File: src/rtl/pico_sim_pkg.sv
// Shared types and constants for the pico_sim short-read matcher.
// Header layout, record layout, terminator marker and the control FSM states.
package pico_sim_pkg;

  localparam int HDR_NWORDS_LSB = 0;
  localparam int HDR_QLAST_LSB  = 64;
  localparam int HDR_THRESH_LSB = 96;
  localparam logic [31:0] TERM_LOC = 32'hFFFF_FFFF;

  typedef enum logic [1:0] {
    ST_HDR  = 2'd0,
    ST_QRY  = 2'd1,
    ST_SCAN = 2'd2,
    ST_TERM = 2'd3
  } state_e;

  typedef struct packed {
    logic [79:0] pad;
    logic [15:0] qid;
    logic [31:0] loc;
  } rec_t;

  function automatic logic [127:0] make_rec(input logic [15:0] qid, input logic [31:0] loc);
    rec_t r;
    r.pad = '0;
    r.qid = qid;
    r.loc = loc;
    return r;
  endfunction

endpackage

File: src/rtl/pico_sim_if.sv
// Host stream in/out plus reference-memory read port of one pico_sim instance.
// Every channel transfers on a cycle where valid and ready are both high.
interface pico_sim_if;
  logic         si_valid;
  logic         si_rdy;
  logic [127:0] si_data;
  logic         so_valid;
  logic         so_rdy;
  logic [127:0] so_data;
  logic         mem_req_valid;
  logic         mem_req_ready;
  logic [31:0]  mem_req_addr;
  logic         mem_rsp_valid;
  logic [255:0] mem_rsp_data;

  modport master (
    output si_valid, si_data, so_rdy, mem_req_ready, mem_rsp_valid, mem_rsp_data,
    input  si_rdy, so_valid, so_data, mem_req_valid, mem_req_addr
  );

  modport slave (
    input  si_valid, si_data, so_rdy, mem_req_ready, mem_rsp_valid, mem_rsp_data,
    output si_rdy, so_valid, so_data, mem_req_valid, mem_req_addr
  );
endinterface

File: src/rtl/pico_sim_fifo.sv
// Synchronous result FIFO; pushes are ignored while full, pops while empty.
// Read data is forced to zero when empty so the output bus is clean after reset.
module pico_sim_fifo #(
  parameter int DEPTH = 16,
  parameter int W     = 128
) (
  input  logic         clk,
  input  logic         rst,
  input  logic         push,
  input  logic [W-1:0] push_data,
  input  logic         pop,
  output logic [W-1:0] rd_data,
  output logic         full,
  output logic         empty
);
  localparam int AW = $clog2(DEPTH);
  localparam logic [AW:0] ONE = (AW+1)'(1);

  logic [W-1:0] mem_q [DEPTH];
  logic [AW:0]  wr_q, wr_d, rd_q, rd_d;
  logic         do_push, do_pop;

  always_comb begin
    empty   = (wr_q == rd_q);
    full    = (wr_q[AW] != rd_q[AW]) && (wr_q[AW-1:0] == rd_q[AW-1:0]);
    do_push = push && !full;
    do_pop  = pop && !empty;
    wr_d    = do_push ? wr_q + ONE : wr_q;
    rd_d    = do_pop ? rd_q + ONE : rd_q;
    rd_data = empty ? '0 : mem_q[rd_q[AW-1:0]];
  end

  always_ff @(posedge clk) begin
    if (rst) begin
      wr_q <= '0;
      rd_q <= '0;
    end else begin
      wr_q <= wr_d;
      rd_q <= rd_d;
    end
  end

  always_ff @(posedge clk) begin
    if (do_push) mem_q[wr_q[AW-1:0]] <= push_data;
  end
endmodule

File: src/rtl/pico_sim.sv
// Short-read matcher: slides the query over the streamed-in reference one base per
// cycle and emits one record per window scoring at or above the job threshold.
module pico_sim import pico_sim_pkg::*; #(
  parameter logic [31:0] REF_BASE_ADDR  = 32'h0,
  parameter int          OUT_FIFO_DEPTH = 16
) (
  input  logic       clk,
  input  logic       rst,
  pico_sim_if.slave  bus,
  output state_e     dbg_state
);
  state_e        state_q, state_d;
  logic [31:0]   nwords_q, nwords_d, thresh_q, thresh_d;
  logic [5:0]    qlast_q, qlast_d;
  logic [127:0]  query_q, query_d, s_q, s_d;
  logic [15:0]   qid_q, qid_d;
  logic [38:0]   j_q, j_d;
  logic [31:0]   req_cnt_q, req_cnt_d, eval_loc_q, eval_loc_d;
  logic          out_q, out_d, pre_vld_q, pre_vld_d, cur_vld_q, cur_vld_d;
  logic          eval_vld_q, eval_vld_d;
  logic [255:0]  pre_q, pre_d, cur_q, cur_d;
  logic [6:0]    bidx_q, bidx_d;

  logic          push, full, empty, hit, req_valid;
  logic [127:0]  push_data;
  logic [6:0]    match_cnt;
  logic [7:0]    score;
  logic [5:0]    k;
  logic [38:0]   total;

  pico_sim_fifo #(.DEPTH(OUT_FIFO_DEPTH), .W(128)) u_fifo (
    .clk(clk), .rst(rst), .push(push), .push_data(push_data),
    .pop(bus.so_rdy), .rd_data(bus.so_data), .full(full), .empty(empty)
  );

  assign bus.so_valid      = !empty;
  assign bus.si_rdy        = !rst && (state_q == ST_HDR || state_q == ST_QRY);
  assign bus.mem_req_valid = req_valid;
  assign bus.mem_req_addr  = req_valid ? REF_BASE_ADDR + {req_cnt_q[26:0], 5'b0} : '0;
  assign dbg_state         = state_q;
  assign total             = {nwords_q, 7'b0};

  // Window score: S[63] holds the newest base, so the window starts at S[63-qlast].
  always_comb begin
    match_cnt = '0;
    k         = '0;
    for (int i = 0; i < 64; i++) begin
      k = 6'(63 - int'(qlast_q) + i);
      if (6'(i) <= qlast_q && query_q[2*i +: 2] == s_q[2*k +: 2])
        match_cnt = match_cnt + 7'd1;
    end
    score = {match_cnt, 1'b0};
    hit   = {24'h0, score} >= thresh_q;
  end

  always_comb begin
    state_d = state_q;    nwords_d = nwords_q;   thresh_d = thresh_q;
    qlast_d = qlast_q;    query_d = query_q;     s_d = s_q;
    qid_d = qid_q;        j_d = j_q;             req_cnt_d = req_cnt_q;
    out_d = out_q;        pre_d = pre_q;         pre_vld_d = pre_vld_q;
    cur_d = cur_q;        cur_vld_d = cur_vld_q; bidx_d = bidx_q;
    eval_vld_d = eval_vld_q; eval_loc_d = eval_loc_q;
    push = 1'b0;
    push_data = '0;
    req_valid = (state_q == ST_SCAN) && !out_q && !pre_vld_q && (req_cnt_q < nwords_q);

    if (req_valid && bus.mem_req_ready) begin
      out_d     = 1'b1;
      req_cnt_d = req_cnt_q + 32'd1;
    end
    if (!cur_vld_q && pre_vld_q) begin
      cur_d     = pre_q;
      cur_vld_d = 1'b1;
      pre_vld_d = 1'b0;
    end
    if (bus.mem_rsp_valid && out_q) begin
      pre_d     = bus.mem_rsp_data;
      pre_vld_d = 1'b1;
      out_d     = 1'b0;
    end

    case (state_q)
      ST_HDR: if (bus.si_valid) begin
        nwords_d = bus.si_data[HDR_NWORDS_LSB +: 32];
        thresh_d = bus.si_data[HDR_THRESH_LSB +: 32];
        qlast_d  = (bus.si_data[HDR_QLAST_LSB +: 32] > 32'd63) ? 6'd63
                                                               : bus.si_data[HDR_QLAST_LSB +: 6];
        state_d  = ST_QRY;
      end
      ST_QRY: if (bus.si_valid) begin
        query_d    = bus.si_data;
        j_d        = '0;
        req_cnt_d  = '0;
        bidx_d     = '0;
        eval_vld_d = 1'b0;
        cur_vld_d  = 1'b0;
        pre_vld_d  = 1'b0;
        state_d    = ST_SCAN;
      end
      ST_SCAN: if (!full) begin
        if (eval_vld_q) begin
          push       = hit;
          push_data  = make_rec(qid_q, eval_loc_q);
          eval_vld_d = 1'b0;
        end
        if (j_q == total) begin
          state_d = ST_TERM;
        end else if (cur_vld_q) begin
          s_d        = {cur_q[2*bidx_q +: 2], s_q[127:2]};
          eval_vld_d = (j_q >= {33'h0, qlast_q});
          eval_loc_d = 32'(j_q - {33'h0, qlast_q});
          j_d        = j_q + 39'd1;
          bidx_d     = bidx_q + 7'd1;
          if (bidx_q == 7'd127) cur_vld_d = 1'b0;
        end
      end
      ST_TERM: if (!full) begin
        push      = 1'b1;
        push_data = make_rec(qid_q, TERM_LOC);
        qid_d     = qid_q + 16'd1;
        state_d   = ST_HDR;
      end
      default: state_d = ST_HDR;
    endcase
  end

  always_ff @(posedge clk) begin
    if (rst) begin
      state_q <= ST_HDR;  nwords_q <= '0;  thresh_q <= '0;  qlast_q <= '0;
      query_q <= '0;      s_q <= '0;       qid_q <= '0;     j_q <= '0;
      req_cnt_q <= '0;    out_q <= 1'b0;   pre_q <= '0;     pre_vld_q <= 1'b0;
      cur_q <= '0;        cur_vld_q <= 1'b0; bidx_q <= '0;
      eval_vld_q <= 1'b0; eval_loc_q <= '0;
    end else begin
      state_q <= state_d;  nwords_q <= nwords_d;  thresh_q <= thresh_d;  qlast_q <= qlast_d;
      query_q <= query_d;  s_q <= s_d;            qid_q <= qid_d;        j_q <= j_d;
      req_cnt_q <= req_cnt_d; out_q <= out_d;     pre_q <= pre_d;        pre_vld_q <= pre_vld_d;
      cur_q <= cur_d;      cur_vld_q <= cur_vld_d; bidx_q <= bidx_d;
      eval_vld_q <= eval_vld_d; eval_loc_q <= eval_loc_d;
    end
  end
endmodule

File: src/flat_wrapper.sv
// flat-port wrapper written by rule: the top's interface ports become plain ports
module pico_sim_flat import pico_sim_pkg::*;
#(
  parameter logic [31:0] REF_BASE_ADDR  = 32'h0,
  parameter int          OUT_FIFO_DEPTH = 16
)
  (clk, rst, dbg_state, bus_si_valid, bus_si_data, bus_so_rdy, bus_mem_req_ready, bus_mem_rsp_valid, bus_mem_rsp_data, bus_si_rdy, bus_so_valid, bus_so_data, bus_mem_req_valid, bus_mem_req_addr);
  pico_sim_if bus_i ();
  input  logic clk;
  input  logic rst;
  output state_e dbg_state;
  input wire logic [$bits(bus_i.si_valid)-1:0] bus_si_valid;
  input wire logic [$bits(bus_i.si_data)-1:0] bus_si_data;
  input wire logic [$bits(bus_i.so_rdy)-1:0] bus_so_rdy;
  input wire logic [$bits(bus_i.mem_req_ready)-1:0] bus_mem_req_ready;
  input wire logic [$bits(bus_i.mem_rsp_valid)-1:0] bus_mem_rsp_valid;
  input wire logic [$bits(bus_i.mem_rsp_data)-1:0] bus_mem_rsp_data;
  output wire logic [$bits(bus_i.si_rdy)-1:0] bus_si_rdy;
  output wire logic [$bits(bus_i.so_valid)-1:0] bus_so_valid;
  output wire logic [$bits(bus_i.so_data)-1:0] bus_so_data;
  output wire logic [$bits(bus_i.mem_req_valid)-1:0] bus_mem_req_valid;
  output wire logic [$bits(bus_i.mem_req_addr)-1:0] bus_mem_req_addr;
  assign bus_i.si_valid = bus_si_valid;
  assign bus_i.si_data = bus_si_data;
  assign bus_i.so_rdy = bus_so_rdy;
  assign bus_i.mem_req_ready = bus_mem_req_ready;
  assign bus_i.mem_rsp_valid = bus_mem_rsp_valid;
  assign bus_i.mem_rsp_data = bus_mem_rsp_data;
  assign bus_si_rdy = bus_i.si_rdy;
  assign bus_so_valid = bus_i.so_valid;
  assign bus_so_data = bus_i.so_data;
  assign bus_mem_req_valid = bus_i.mem_req_valid;
  assign bus_mem_req_addr = bus_i.mem_req_addr;
  pico_sim #(.REF_BASE_ADDR(REF_BASE_ADDR), .OUT_FIFO_DEPTH(OUT_FIFO_DEPTH)) u_core (.clk(clk), .rst(rst), .bus(bus_i), .dbg_state(dbg_state));
endmodule
File: config.mk
export PLATFORM = sky130hd
export DESIGN_NAME = pico_sim_flat
export DESIGN_NICKNAME = d
export VERILOG_FILES = /design/src/rtl/pico_sim_pkg.sv /design/src/rtl/pico_sim_if.sv /design/src/rtl/pico_sim_fifo.sv /design/src/rtl/pico_sim.sv /design/src/flat_wrapper.sv
export SDC_FILE = /design/constraint.sdc
export NUM_CORES = 2
export LEC_CHECK = 0
export CORE_ASPECT_RATIO = 1.1
export CORE_UTILIZATION = 50
export CTS_BUF_LIST = sky130_fd_sc_hd__clkbuf_4 sky130_fd_sc_hd__clkbuf_8 sky130_fd_sc_hd__clkbuf_16
export CTS_CLUSTER_DIAMETER = 50
export DETAILED_ROUTE_END_ITERATION = 8
export DONT_BUFFER_PORTS = 1
export PLACE_DENSITY = 0.7
export SLEW_MARGIN = 20
export SYNTH_ARGS = -nofsm -noshare
export SYNTH_HDL_FRONTEND = slang
export SYNTH_SLANG_ARGS = --single-unit
File: constraint.sdc
create_clock -name clk -period 128.3 [get_ports clk]
set_input_delay 32.075 -clock clk [delete_from_list [all_inputs] [get_ports clk]]
set_output_delay 32.075 -clock clk [all_outputs]
set_load 0.005 [all_outputs]
==> results.md <==
- Post-DP HPWL: between 200000 and 250000 microns
- Critical-path top delay cell: nor2_1
- Worst min path class: reg2reg
- Antenna-violating nets left: 0
- Netlist cell types: between 100 and 150
- Failing checks: max-slew violations
- Routed via count: 77500
- Post-Synth Simple-Gate Area: 0.158
- Clock-pin slew on the worst setup and hold paths: about 0.060 ns
- CTS buffer count: roughly 190
- Final nets: 10100
- Starting Density: 0.505
- CP Cell Sequence: nor2_1
- CTS H-Tree Depth: 4
- TritonCTS clock tree: done
- Status: complete, but fails checks
- Die W: approximately 430 microns
- Adder-Cell Fraction of Synth Area: 0.0183
- Synth Area in XOR/XNOR: 0.0699
- Initial drt markers: 8203
- Initial antenna violation count: 32
- Setup ws final: 63.00 ns
- I/O pins: 555
- First drt pass iteration count: 8
- Setup_tns: 0 ns
- Area grow syn2layout: 8.26%
- Yosys reg bits: between 1500 and 2000
- Final cycle utilization of the critical path: 0.509
- Synth Instances: between 9000 and 10000
- Avg Inst Size Synth: around 10 sq um
- Post-Syn Area: 100000 sq um
- RePlAce Congestion: roughly 1.0
- Unrepaired setup endpoints after global routing: false
- Clock sinks: approximately 1800
- Largest net degree at the start of global routing: 911
- Compound-Gate Fraction of Synth Area: 0.116
- DRC: 0
- Final Hold Fails: 0
- Worst Tran Pin Value: between 1.5 and 2 ns
- Synth warn: 0
- Die Ht: roughly 470 microns
- Sequential cell area fraction in the yosys report: 0.427
- Port bufs: 0
- Row count: between 150 and 200
- Drt total wl: 318000 microns
- Share of cells above drive strength 1: 0.138
- Post-synthesis mux area share: 0.168
- WP data required: roughly 96 ns
- Setup Fix Bufs, Post-CTS: 0
- Vias in the first global route: between 70000 and 80000
- Hold WS: about 0.40 ns
- Slew headroom: -0.128
- Bufs and invs on worst path: 0
- FMAX: 0.0153 GHz
- Max cap viols: 0
- Final setup fails: 0
- Crit path DAT: 33.22 ns
- Total congestion overflow: 0
- CP Class: in2out
- Max incr delay on CP: ~0.47 ns
- Min Tclk post-route: 65.30 ns
- Worst Clk Skew: approximately 0.11 ns
- Cts hold-fix bufs: 0
- Clock Tree Buf Depth: 3
- Pre-CTS setup slack: 63.74 ns
- Startpoint types: input pin
- Largest fanout on the critical path: 910
- First-pass GRT wire length: around 470000 microns
- Top delay family on crit path: simple AND/OR/NAND/NOR gates
- DR vias/cell: about 6.3
- Die ar.: between 200000 and 250000 sq um
- Post-CTS sizing: 0
- Synth Flop Type: dfxtp_1
- GRT Util Overall: 0.306
- CP endpoint kind: output pin
- Clock root buffer: clkbuf_16
- Post-synth EDFFs: 768
- Async set-reset flop share out of synthesis: 0
- Pins Over Slew Limit: 335
- Core area: just under 200000 sq um
- Largest family of logic cells by synthesized area: multiplexers
- WL per Instance: 25.8 microns
- Clk_lat worst skew: just under 0.9 ns
-- metrics by stage --
stage,std cells,cell area [sq um],utilization
after detailed placement,11900,101000,0.512
after global placement,11900,101000,0.512
after global routing,12300,108000,0.547
after CTS,12300,108000,0.546
after floorplan,9943,100000,-
final,12300,108000,0.547
-- kinds of logic (layout without fill, tap and decap cells) --
group                      after synthesis  after routing
buffers and inverters                  911            663
and+or+nand+nor                       3531           3531
adders and majority gates              146            146
DFF                                   1752           1752
muxes                                  957            957
AOI/OAI and AO/OA                     1885           1885
xor gates and xnor gates               676            676
other                                    1            127
-- cells in the mapped netlist (46+ instances only) --
cell	n	area share
dfxtp_1	984	0.20
inv_1	158	0.0059
a2111oi_0	46	0.0040
buf_1	72	0.0027
a21oi_1	1035	0.052
and2_1	94	0.0059
clkbuf_1	490	0.018
xor2_1	229	0.020
nor4_1	71	0.0044
nand4_1	71	0.0044
nor3_1	108	0.0054
or3_1	54	0.0034
nor2_1	395	0.015
ha_1	144	0.018
nand2_1	2077	0.078
mux4_2	564	0.13
xnor2_1	358	0.031
o21ai_0	140	0.0070
nand3_1	229	0.011
buf_4	110	0.0083
a211oi_1	155	0.012
nor2b_1	102	0.0064
mux2i_1	317	0.032
mux2_2	63	0.0071
and3_1	106	0.0066
edfxtp_1	768	0.23
nand2b_1	48	0.0030
-- worst register-to-register path, delay by kind of cell, from the launching register on --
kind,cells,cell delay [ns]
AO/OA/AOI/OAI,61,13.43
adder cells (fa/ha/maj),34,10.88
multiplexers,14,4.28
flip-flops,1,0.55
buffers and inverters,15,2.81
XOR/XNOR,26,4.73
AND/OR/NAND/NOR,59,9.59
-- routing by layer --
metal / track usage / wire [microns] / up-vias
li1: - / - / 35100
met1: 0.396 / 126000 / 38200
met2: 0.476 / 144000 / 3427
met3: 0.0658 / 27400 / 708
met4: 0.174 / 20000 / 12
met5: 0 / 69 / -
-- registers in the layout (all words and copies together) (netlist names), named ones only --
name and flops:
u_core.u_fifo.wr_q 5, u_core.s_q 128, u_core.qid_q 16, u_core.query_q 128, u_core.u_fifo.rd_q 5, u_core.cur_q 256, u_core.req_cnt_q 32, u_core.cur_vld_q 1
u_core.pre_vld_q 1, u_core.qlast_q 6, u_core.u_fifo.mem_q 768, u_core.out_q 1, u_core.bidx_q 7, u_core.nwords_q 32, u_core.dbg_state 2, u_core.j_q 39
u_core.eval_vld_q 1, u_core.pre_q 256, u_core.thresh_q 32, u_core.eval_loc_q 32
-- final timing paths --
kind,from,end,slack [ns],cells after the start
setup / recovery,rst,bus_si_rdy,63.00,1
hold / removal,u_core.pre_q[49]$_SDFFE_PP0P_,u_core.cur_q[49]$_SDFFE_PP0P_,0.40,2
setup reg to reg,u_core.qlast_q[0]$_SDFFE_PP0P_,u_core.u_fifo.wr_q[4]$_SDFFE_PP0P_,81.84,209
hold reg to reg,u_core.pre_q[49]$_SDFFE_PP0P_,u_core.cur_q[49]$_SDFFE_PP0P_,0.40,2
-- layout make-up --
cell class,count,area (sq um)
fill,17000,89800
clock inverter,106,1450
timing repair buffer,140,1060
tap,2595,3250
multi-input combinational,7280,53700
antenna,42,105
clock buffer,241,5260
inverter,176,668
sequential,1752,42800
-- layout by cell type (no fill, tap or decap), drive strengths merged, types with 19 or more instances in the layout --
| cell | n |
|---|---|
| dfxtp | 984 |
| nor3b | 23 |
| mux4 | 569 |
| a2111oi | 48 |
| or4 | 19 |
| mux2i | 322 |
| nand2 | 2079 |
| conb | 85 |
| and3 | 106 |
| nor4 | 72 |
| xor2 | 244 |
| xnor2 | 396 |
| nor2 | 400 |
| and2 | 98 |
| xnor3 | 29 |
| nor3 | 113 |
| a21o | 44 |
| clkbuf | 241 |
| inv | 193 |
| nor2b | 102 |
| o21a | 45 |
| edfxtp | 768 |
| o21ai | 158 |
| a22oi | 27 |
| nand2b | 48 |
| a211oi | 157 |
| o22ai | 38 |
| ha | 144 |
| a21oi | 1035 |
| buf | 140 |
| clkinv | 67 |
| o211ai | 35 |
| diode | 42 |
| or3 | 54 |
| nand3 | 230 |
| mux2 | 66 |
| nand4 | 72 |
| a31oi | 44 |
| or2 | 27 |
Power is not shown: default switching activity piles up to over one toggle a cycle in this logic, so the estimate is an artifact.
